==> src/rtl/fec_pkg.sv <==
// Shared types and instance constants for the DL FEC encode/decode paths.
package fec_pkg;

    typedef enum logic [1:0] {
        DS_CLEAN     = 2'd0,
        DS_CORRECTED = 2'd1,
        DS_UNCORR    = 2'd2,
        DS_CRC_FAIL  = 2'd3
    } dec_status_e;

    typedef enum logic [2:0] {
        ST_IDLE = 3'd0,
        ST_SYND = 3'd1,
        ST_CORR = 3'd2,
        ST_CRC  = 3'd3,
        ST_DONE = 3'd4
    } dec_state_e;

    // Payload instance: 8x8 block, CRC-8
    localparam int         DEC0_WIDTH     = 8;
    localparam int         DEC0_DEPTH     = 8;
    localparam int         DEC0_CRC_WIDTH = 8;
    localparam logic [7:0] DEC0_POLY      = 8'h07;
    localparam logic [7:0] DEC0_SEED      = 8'h00;
    localparam int         DEC0_XOR_OPS   = 8;

    // Header instance: 4x4 block, CRC-4
    localparam int         DEC1_WIDTH     = 4;
    localparam int         DEC1_DEPTH     = 4;
    localparam int         DEC1_CRC_WIDTH = 4;
    localparam logic [3:0] DEC1_POLY      = 4'h3;
    localparam logic [3:0] DEC1_SEED      = 4'h0;
    localparam int         DEC1_XOR_OPS   = 4;

endpackage

==> src/rtl/fec_syndrome_acc.sv <==
// Row/column syndrome accumulator; reports zero / single-bit syndromes
// and the position of the set bit.
module fec_syndrome_acc
    import fec_pkg::*;
#(
    parameter int WIDTH = DEC0_WIDTH,
    parameter int DEPTH = DEC0_DEPTH,
    localparam int RW = $clog2(DEPTH),
    localparam int CI = $clog2(WIDTH)
) (
    input  logic             clk,
    input  logic             rst,
    input  logic             clr,
    input  logic             en,
    input  logic             last,
    input  logic [RW-1:0]    row_idx,
    input  logic [WIDTH-1:0] row,
    input  logic             row_p,
    input  logic [WIDTH-1:0] col_p,
    output logic             rs_zero,
    output logic             rs_one,
    output logic             cs_zero,
    output logic             cs_one,
    output logic [RW-1:0]    r_idx,
    output logic [CI-1:0]    c_idx
);
    logic [DEPTH-1:0] rs_q, rs_d;
    logic [WIDTH-1:0] cs_q, cs_d;

    always_comb begin
        rs_d = rs_q;
        cs_d = cs_q;
        if (clr) begin
            rs_d = '0;
            cs_d = '0;
        end else if (en) begin
            rs_d[row_idx] = ^row ^ row_p;
            // column parity folds in together with the last row
            cs_d = cs_q ^ row ^ (last ? col_p : '0);
        end
    end

    always_ff @(posedge clk or posedge rst) begin
        if (rst) begin
            rs_q <= '0;
            cs_q <= '0;
        end else begin
            rs_q <= rs_d;
            cs_q <= cs_d;
        end
    end

    assign rs_zero = ~|rs_q;
    assign cs_zero = ~|cs_q;
    assign rs_one  = ($countones(rs_q) == 1);
    assign cs_one  = ($countones(cs_q) == 1);

    always_comb begin
        r_idx = '0;
        for (int i = 0; i < DEPTH; i++)
            if (rs_q[i]) r_idx = RW'(i);
    end

    always_comb begin
        c_idx = '0;
        for (int i = 0; i < WIDTH; i++)
            if (cs_q[i]) c_idx = CI'(i);
    end

endmodule

==> src/rtl/dl_fec_dec_engine.sv <==
// Receive-side 2-D parity FEC decoder: single-bit correction followed
// by a CRC re-check of the corrected payload.
module dl_fec_dec_engine
    import fec_pkg::*;
#(
    parameter int WIDTH     = DEC0_WIDTH,
    parameter int DEPTH     = DEC0_DEPTH,
    parameter int CRC_WIDTH = DEC0_CRC_WIDTH,
    parameter logic [CRC_WIDTH-1:0] POLY = CRC_WIDTH'(DEC0_POLY),
    parameter logic [CRC_WIDTH-1:0] SEED = CRC_WIDTH'(DEC0_SEED),
    parameter int XOR_OPS   = DEC0_XOR_OPS,
    localparam int DW = WIDTH * DEPTH,
    localparam int PW = DW - CRC_WIDTH,
    localparam int RW = $clog2(DEPTH),
    localparam int CI = $clog2(WIDTH)
) (
    input  logic             clk,
    input  logic             rst,
    input  logic             start,
    input  logic [DW-1:0]    blk_in,
    input  logic [DEPTH-1:0] row_p_in,
    input  logic [WIDTH-1:0] col_p_in,
    output logic             busy,
    output logic             done,
    output logic [PW-1:0]    payload_out,
    output logic [1:0]       status,
    output logic [RW-1:0]    err_row,
    output logic [CI-1:0]    err_col
);
    localparam int NCH  = PW / XOR_OPS;
    localparam int CNTW = $clog2(((DEPTH > NCH) ? DEPTH : NCH) + 1);

    localparam logic [2:0] S_IDLE = ST_IDLE;
    localparam logic [2:0] S_SYND = ST_SYND;
    localparam logic [2:0] S_CORR = ST_CORR;
    localparam logic [2:0] S_CRC  = ST_CRC;
    localparam logic [2:0] S_DONE = ST_DONE;

    if (PW % XOR_OPS != 0) begin : g_bad_xor_ops
        $error("XOR_OPS must divide the payload width");
    end

    logic [2:0]           state_q, state_d;
    logic [CNTW-1:0]      cnt_q, cnt_d;
    logic [DW-1:0]        blk_q, blk_d;
    logic [DEPTH-1:0]     rp_q, rp_d;
    logic [WIDTH-1:0]     cp_q, cp_d;
    logic [CRC_WIDTH-1:0] crc_q, crc_d;
    logic [1:0]           stat_q, stat_d;
    logic [RW-1:0]        er_q, er_d;
    logic [CI-1:0]        ec_q, ec_d;
    logic [PW-1:0]        pay_q, pay_d;
    logic [1:0]           status_q, status_d;
    logic [RW-1:0]        err_row_q, err_row_d;
    logic [CI-1:0]        err_col_q, err_col_d;

    logic                 acc_clr, acc_en, acc_last;
    logic                 rs_zero, rs_one, cs_zero, cs_one;
    logic [RW-1:0]        r_idx, row_sel;
    logic [CI-1:0]        c_idx;
    logic [DW-1:0]        rsh;
    logic [WIDTH-1:0]     row;
    logic [PW-1:0]        psh;
    logic [XOR_OPS-1:0]   chunk;
    logic [CRC_WIDTH-1:0] crc_nx;
    logic                 fb, crc_bad, fixable;

    assign row_sel  = RW'(cnt_q);
    assign acc_last = (cnt_q == CNTW'(DEPTH - 1));

    always_comb begin
        rsh = blk_q >> (int'(cnt_q) * WIDTH);
        row = rsh[WIDTH-1:0];
    end

    fec_syndrome_acc #(
        .WIDTH(WIDTH),
        .DEPTH(DEPTH)
    ) u_synd (
        .clk     (clk),
        .rst     (rst),
        .clr     (acc_clr),
        .en      (acc_en),
        .last    (acc_last),
        .row_idx (row_sel),
        .row     (row),
        .row_p   (rp_q[row_sel]),
        .col_p   (cp_q),
        .rs_zero (rs_zero),
        .rs_one  (rs_one),
        .cs_zero (cs_zero),
        .cs_one  (cs_one),
        .r_idx   (r_idx),
        .c_idx   (c_idx)
    );

    // Bit-serial LFSR, payload MSB first, XOR_OPS bits per cycle
    always_comb begin
        psh    = blk_q[PW-1:0] << (int'(cnt_q) * XOR_OPS);
        chunk  = psh[PW-1 -: XOR_OPS];
        crc_nx = crc_q;
        fb     = 1'b0;
        for (int i = 0; i < XOR_OPS; i++) begin
            fb     = crc_nx[CRC_WIDTH-1] ^ chunk[XOR_OPS-1-i];
            crc_nx = {crc_nx[CRC_WIDTH-2:0], 1'b0} ^ (fb ? POLY : '0);
        end
    end

    assign crc_bad = (crc_nx != blk_q[DW-1 -: CRC_WIDTH]);
    assign fixable = (rs_zero || rs_one) && (cs_zero || cs_one);

    always_comb begin
        state_d   = state_q;
        cnt_d     = cnt_q;
        blk_d     = blk_q;
        rp_d      = rp_q;
        cp_d      = cp_q;
        crc_d     = crc_q;
        stat_d    = stat_q;
        er_d      = er_q;
        ec_d      = ec_q;
        pay_d     = pay_q;
        status_d  = status_q;
        err_row_d = err_row_q;
        err_col_d = err_col_q;
        acc_clr   = 1'b0;
        acc_en    = 1'b0;
        unique case (state_q)
            S_IDLE: begin
                if (start) begin
                    blk_d   = blk_in;
                    rp_d    = row_p_in;
                    cp_d    = col_p_in;
                    cnt_d   = '0;
                    acc_clr = 1'b1;
                    state_d = S_SYND;
                end
            end
            S_SYND: begin
                acc_en = 1'b1;
                cnt_d  = cnt_q + 1'b1;
                if (acc_last) state_d = S_CORR;
            end
            S_CORR: begin
                cnt_d   = '0;
                crc_d   = SEED;
                stat_d  = DS_CLEAN;
                er_d    = '0;
                ec_d    = '0;
                state_d = S_CRC;
                if (rs_one && cs_one) begin
                    blk_d  = blk_q ^ (DW'(1) << (int'(r_idx) * WIDTH + int'(c_idx)));
                    stat_d = DS_CORRECTED;
                    er_d   = r_idx;
                    ec_d   = c_idx;
                end else if (!fixable) begin
                    pay_d     = blk_q[PW-1:0];
                    status_d  = DS_UNCORR;
                    err_row_d = '0;
                    err_col_d = '0;
                    state_d   = S_DONE;
                end
            end
            S_CRC: begin
                crc_d = crc_nx;
                cnt_d = cnt_q + 1'b1;
                if (cnt_q == CNTW'(NCH - 1)) begin
                    pay_d     = blk_q[PW-1:0];
                    status_d  = crc_bad ? DS_CRC_FAIL : stat_q;
                    err_row_d = crc_bad ? '0 : er_q;
                    err_col_d = crc_bad ? '0 : ec_q;
                    state_d   = S_DONE;
                end
            end
            S_DONE: state_d = S_IDLE;
            default: state_d = S_IDLE;
        endcase
    end

    always_ff @(posedge clk or posedge rst) begin
        if (rst) begin
            state_q   <= S_IDLE;
            cnt_q     <= '0;
            blk_q     <= '0;
            rp_q      <= '0;
            cp_q      <= '0;
            crc_q     <= '0;
            stat_q    <= '0;
            er_q      <= '0;
            ec_q      <= '0;
            pay_q     <= '0;
            status_q  <= '0;
            err_row_q <= '0;
            err_col_q <= '0;
        end else begin
            state_q   <= state_d;
            cnt_q     <= cnt_d;
            blk_q     <= blk_d;
            rp_q      <= rp_d;
            cp_q      <= cp_d;
            crc_q     <= crc_d;
            stat_q    <= stat_d;
            er_q      <= er_d;
            ec_q      <= ec_d;
            pay_q     <= pay_d;
            status_q  <= status_d;
            err_row_q <= err_row_d;
            err_col_q <= err_col_d;
        end
    end

    assign busy        = (state_q == S_SYND) || (state_q == S_CORR) ||
                         (state_q == S_CRC);
    assign done        = (state_q == S_DONE);
    assign payload_out = pay_q;
    assign status      = status_q;
    assign err_row     = err_row_q;
    assign err_col     = err_col_q;

endmodule

==> config.mk <==
export PLATFORM = sky130hd
export DESIGN_NAME = dl_fec_dec_engine
export DESIGN_NICKNAME = d
export VERILOG_FILES = /design/src/rtl/fec_pkg.sv /design/src/rtl/fec_syndrome_acc.sv /design/src/rtl/dl_fec_dec_engine.sv
export SDC_FILE = /design/constraint.sdc
export NUM_CORES = 1
export LEC_CHECK = 0
export ABC_CLOCK_PERIOD_IN_PS = 7900
export BUFFER_PORTS_ARGS = -buffer_cell sky130_fd_sc_hd__buf_2
export CAP_MARGIN = 10
export CORE_UTILIZATION = 28
export CTS_CLUSTER_SIZE = 24
export DETAILED_ROUTE_END_ITERATION = 10
export PLACE_DENSITY = 0.44
export SYNTH_ARGS = -nofsm -noshare
export SYNTH_HDL_FRONTEND = slang
export SYNTH_SLANG_ARGS = --single-unit
==> constraint.sdc <==
create_clock -name clk -period 7.9 [get_ports clk]
set_clock_uncertainty 0.1 [all_clocks]
set_input_delay 1.975 -clock clk [delete_from_list [all_inputs] [get_ports clk]]
set_output_delay 1.975 -clock clk [all_outputs]
set_load 0.02 [all_outputs]
# Word-level counts from Yosys, hierarchy flattened
# Cells that the tools add are included.
# word_totals
regBits,183
inputBits,83
output_inout_bits,66
wordCells,161
# classes
add_sub_neg,16
n_lt_le_gt_ge,2
n_eq_ne,15
shifts,3
mux,67
n_bitwise,20
n_reduce_logical,23
# ops
op,count
$add 32x32->32,6
$mux 56,3
$mux 64,2
$pmux 64 s2,1
$pmux 56 s2,1
$mux 3,29
$eq 32x2->1 const B,2
$shl 1x7->64 const A,1
$shr 64x7->8,1
$xor 64x64->64,1
$xor 8x3->8,8
$shl 56x7->56,1
$mux 8,5
$add 1x1->2,8
$mux 2,8
$pmux 8 s2,1
$reduce_or 8->1,2
$xor 8x8->8,2
$pmux 3 s2,2
$pmux 3 s4,1
$pmux 4 s3,1
$ne 2x2->1 const B,5
$xor 1x1->1,9
$bwmux 8,1
26 further kinds,45

# Longest topological paths before layout
# logic_depth
word_depth,29
mapped_depth,17
mapped_depth_nobuf,17

# Cells and area by module
# A second synthesis with hierarchy kept.
# hier_totals
cells_unflattened,1267
hier_area_um2,11005.6
# by_module_without_submodules
mod,instances,cells_each,area_per_inst_um2,seq_area_each_um2
dl_fec_dec_engine,1,1078,9384.0,4154.0
fec_syndrome_acc,1,189,1621.6,400.4

# Worst setup path before layout
# OpenSTA, ideal clock, no wires.
# synth_timing
kind,register -> register
startpoint,register u_synd.cs_q[0]
endpoint,register pay_q[10] (netlist: payload_out[10])
setup_ns,0.125
t_arrival_ns,4.315
path_slack_ns,3.360
path_stages_with_launch,15
path_buffers,1
cell_sequence,dfrtp_1 ha_1 fa_1 inv_1 fa_1 inv_1 ha_1 fa_1 or4b_2 a22oi_1 nor2b_1 a21oi_1 nand2_1 clkbuf_1 mux2_2
# synth_via
elab_chain_len,8
elab_cells_between_ends,12
# synth_lines
item,line,rtl
start: declaration,fec_syndrome_acc.sv:28,"logic [WIDTH-1:0] cs_q, cs_d;"
start signal: assignment,fec_syndrome_acc.sv:49,cs_q <= cs_d;
$add 1x1->2 (implied by the code),fec_syndrome_acc.sv:56,assign cs_one = ($countones(cs_q) == 1);
$add 32x32->32 (implied by the code) (2 in a row),fec_syndrome_acc.sv:56,
$eq 32x2->1,fec_syndrome_acc.sv:56,
$logic_or 1x1->1,dl_fec_dec_engine.sv:110,assign fixable = (rs_zero || rs_one) && (cs_zero || cs_one);
$logic_and 1x1->1,dl_fec_dec_engine.sv:110,
$ne 2x2->1 (no source line),n/a,
$reduce_and 4->1 (no source line) *,n/a,
end signal: assignment,dl_fec_dec_engine.sv:205,pay_q <= pay_d;
end: declaration,dl_fec_dec_engine.sv:52,"logic [PW-1:0] pay_q, pay_d;"
# Every way passes the cells marked *; elsewhere a longest branch is shown, timed or not.
# A chain may end at the register's enable or synchronous reset.

# Worst setup path after layout
# layout_timing
startpoint,register u_synd.cs_q[4]
endpoint,register blk_q[15]
# layout_via
elab_chain_len,9
elab_cells_between_ends,16
# layout_lines
item,line,rtl
branches (longest 9 deep; another with $add 32x32->32),n/a,
end signal: assignment,dl_fec_dec_engine.sv:198,blk_q <= blk_d;
end: declaration,dl_fec_dec_engine.sv:45,"logic [DW-1:0] blk_q, blk_d;"
# Several ways; the timed one is not identified. The select of a mux whose other input is x is not followed.

==> summary.txt <==
Run status
  • Status: finished, final reports clean

STA
  • Worst setup margin: 2.424 ns
  • FMAX: 182.6 MHz
  • Final Max Tran Viols: 0
  • Worst-Margin Slew: about 1.2 ns
  • Fin crit share: 69.31%
  • Setup_tns: 0 ns
  • Slew margin rel.: 18.13%
  • RSZ-0062 raised after global routing: no
  • Setup Viol. Count Final: 0
  • Hold Fails Final Rpt: 0
  • Crit path time final: 5.476 ns
  • Hold WS: 0.3735 ns

Global routing
  • Grt total ovfl: 0
  • Largest net degree at the start of global routing: 71
  • Vias in the first global route: approximately 9,400
  • Wire length of the first global-routing pass: 62.82 mm
  • GRT Util Overall: a little over 20%
  • Initial antenna violation count: 1

Critical path
  • Critical Path Slowest Stage Cell: nand2_2
  • CP Class: reg -> reg
  • CP Buf/Inv Count: 3
  • Setup crit end kind: flop
  • CP Launch Type: flop
  • CP arrival: 5.71 ns
  • Max stage delay on crit path: 0.82 ns
  • Critical path peak fanout: 49
  • Most used cell, CP: fa_1
  • Crit path cell chain: ha_1, fa_1, inv_1, fa_1, inv_1, ha_1, fa_1, or4b_2, or3_1, nand2_2, buf_4, nand2_1, nand2_1, o21ai_0
  • CP delay by family, top: simple AND/OR/NAND/NOR gates
  • Critical Path RT: 8.13 ns

Final layout
  • Final Core Density: 33.23%
  • Design Area, Final: between 0.01 and 0.015 mm2
  • Area grow syn2layout: 16.47%
  • Sequential cell area: 0.004558 mm2
  • Post-Layout Cell Count: 1,848
  • Multi-input gate area in the final layout: approximately 0.0060 mm2
  • Share of cells above drive strength 1: between 20% and 30%
  • Fillers: 4,098
  • Final nets: 1,431

Clock tree
  • Post-CTS Hold Buffers: 0
  • CTS HTree Levels: 4
  • Clock Latency Late Sink: 0.46 ns
  • Clock-pin slew on the worst setup and hold paths: about 0.08 ns
  • Buffers from clock root to sink, at most: 2
  • Root Buffer: clkbuf_16
  • Number of clock sinks: roughly 180
  • PostCTS Resize Cnt: 0
  • CTS buffer count: 17
  • Postcts setup bufs: 0
  • CTS tree: yes

Power and ir drop
  • Logic pwr share: approximately three fifths
  • Pint: 3.510 mW
  • Sequential power share: between 20% and 30%
  • Sw Ratio: 49.92%
  • Sw power: between 3 and 4 mW
  • Pwr Total: 7.009 mW
  • Clock network power share: 12.9%
  • Lkg Pwr: ~5.4 nW
  • PD cells: 543.3 mW/mm2
  • Peak supply drop: ~0.21 mV

Route
  • DRT met1 WL: roughly 20 mm
  • Routed met2 length: 19.37 mm
  • DR vias: 9,827
  • Routed length on met3: between 1.5 and 2 mm
  • DR iter-0 viols: between 800 and 900
  • Post-Route WL: 41.51 mm
  • Routed vias/inst: 5.318
  • Number of iterations in the first detailed-routing pass: 6
  • Top sig layer: met4
  • Final ANT Viol Nets: 0
  • # DRC: 0
  • Average wire per standard cell: about 22 um

Yosys
  • Post-synthesis compound-gate area fraction: 19.88%
  • Post-synthesis simple-gate area fraction: 15.60%
  • Yosys warns: 0
  • Sequential-to-total area share from yosys stat: 41.12%
  • Multiplexer area fraction after synthesis: between 10% and 20%
  • XOR/XNOR share of the synthesized area: roughly 3.6%
  • Adder-Cell Fraction of Synth Area: around 4.2%
  • Top cell type's share of synthesized area: 41.12%
  • Cell count after synthesis: 1,207
  • Most frequent cells after synthesis: dfrtp_1 (182), a21oi_1 (134), o21ai_0 (134), nand2_1 (115), nor2_1 (81)
  • Top FF cell, synth: dfrtp_1
  • Synth cell types: 80
  • Area contributors post-synth: dfrtp_1 (41%), mux2_2 (7.1%), a21oi_1 (6.1%), o21ai_0 (6.1%), nand2_1 (3.9%)
  • Post-synth EDFFs: 0
  • Asr flop ratio synth: between 90% and 100%
  • Top-count cell post-synth: dfrtp_1
  • Largest family of logic cells by synthesized area: compound AO/OA/AOI/OAI gates
  • Syn_nets: around 1,300
  • Number of synthesized register bits: 182
  • Synthesized cell area: 0.01108 mm2
  • Avg Cell Area, Syn: 9.177 um2
  • Cell taking the most area after synthesis: dfrtp_1

Place
  • Placed cells: 1,815
  • # port buffers: ~150
  • Pre-CTS worst setup slack: roughly 2.5 ns
  • Post-DP HPWL: around 30 mm
  • Global placement routability congestion: approximately 0.86
  • DP Area: about 0.012 mm2

Hold path
  • Min-Delay Path Class: reg -> reg

Die
  • Initial Util: between 20% and 30%
  • Chip height: 200.9 um
  • Cell row count: 72
  • Placeable core area: slightly below 0.04 mm2
  • I/O pin total: between 100 and 150
  • Die W: 200.9 um
  • Die area: 0.04036 mm2

Flow run
  • MaxCap Viol Count: 0
routing by layer:
metal	vias to the layer above	track usage (%)
met5	-	0
met4	0	5.889
met3	41	2.630
met2	292	32.60
met1	4927	29.67
li1	4567	-
power groups by stage:
stage	combinational (mW)	sequential, mW	clock (mW)
finish	4.18	1.93	0.905
global route	4.56	1.98	0.956
CTS	4.19	1.92	0.920
detailed placement	4.16	1.93	0
global placement	4.15	1.93	0
floorplan	2.95	1.83	0
final timing paths:
| path | cells after the start | endpoint | start | slack [ns] |
|---|---|---|---|---|
| hold reg to reg | 2 | rp_q[4]$_DFFE_PP0P_ | rp_q[4]$_DFFE_PP0P_ | 0.37 |
| max in group asynchronous | 3 | blk_q[29]$_DFFE_PP0P_ | rst | 4.99 |
| setup / recovery | 14 | blk_q[15]$_DFFE_PP0P_ | u_synd.cs_q[4]$_DFFE_PP0P_ | 2.42 |
| min in group asynchronous | 2 | err_col[0]$_DFFE_PP0P_ | rst | 1.42 |
| hold / removal | 2 | rp_q[4]$_DFFE_PP0P_ | rp_q[4]$_DFFE_PP0P_ | 0.37 |
| setup reg to reg | 14 | blk_q[15]$_DFFE_PP0P_ | u_synd.cs_q[4]$_DFFE_PP0P_ | 2.42 |
sequential cells by signal (all words and copies together), names as in the netlist, 2 cells and up:
signal,count
state_q,3
cp_q,8
payload_out,56
err_row,3
rp_q,8
ec_q,3
er_q,3
crc_q,8
u_synd.cs_q,8
u_synd.rs_q,8
cnt_q,4
status,2
blk_q,64
err_col,3
logic make-up (layout without fill, tap and decap cells):
| kind of cell | Yosys count | count (layout) |
|---|---|---|
| other cells | 0 | 1 |
| xor+xnor | 35 | 35 |
| simple gates | 358 | 358 |
| buf+inv | 123 | 245 |
| fa+ha+maj | 32 | 32 |
| flops | 182 | 182 |
| mux | 102 | 102 |
| compound gates | 375 | 375 |
worst reg2reg max path, stage by stage (launching register included):
cell	delay [ns]
dfrtp_1	0.46
ha_1	0.25
fa_1	0.48
inv_1	0.05
fa_1	0.53
inv_1	0.05
ha_1	0.20
fa_1	0.42
or4b_2	0.64
or3_1	0.56
nand2_2	0.82
buf_4	0.54
nand2_1	0.10
nand2_1	0.08
o21ai_0	0.07
cell usage in the layout, fill, tap and decap left out, drive strengths merged, types with 4 or more instances in the layout:
cell type	count
dfrtp	182
buf	169
o21ai	143
a21oi	134
nand2	115
nor2	83
mux2	74
nand3	61
inv	51
nor3	29
ha	24
mux2i	21
xnor2	21
clkbuf	17
a22oi	15
nor2b	12
o22ai	12
a22o	10
xor2	10
fa	8
nand3b	8
and2	7
mux4	7
or3	7
a221oi	7
or2	7
nand2b	6
o211ai	6
nand4b	5
nor4	5
nand4	4
o21a	4
clkinvlp	4
o31ai	4
cell type report:
| type | count | share of cell area (%) |
|---|---|---|
| sequential | 182 | 35.33 |
| antenna | 1 | 0.01940 |
| clock buffer | 17 | 3.297 |
| timing repair buffer | 169 | 6.963 |
| clock inverter | 15 | 1.309 |
| tap | 518 | 5.024 |
| inverter | 44 | 1.338 |
| multi-input combinational | 902 | 46.72 |
No activity file was read; power rests on OpenSTA's default activity.
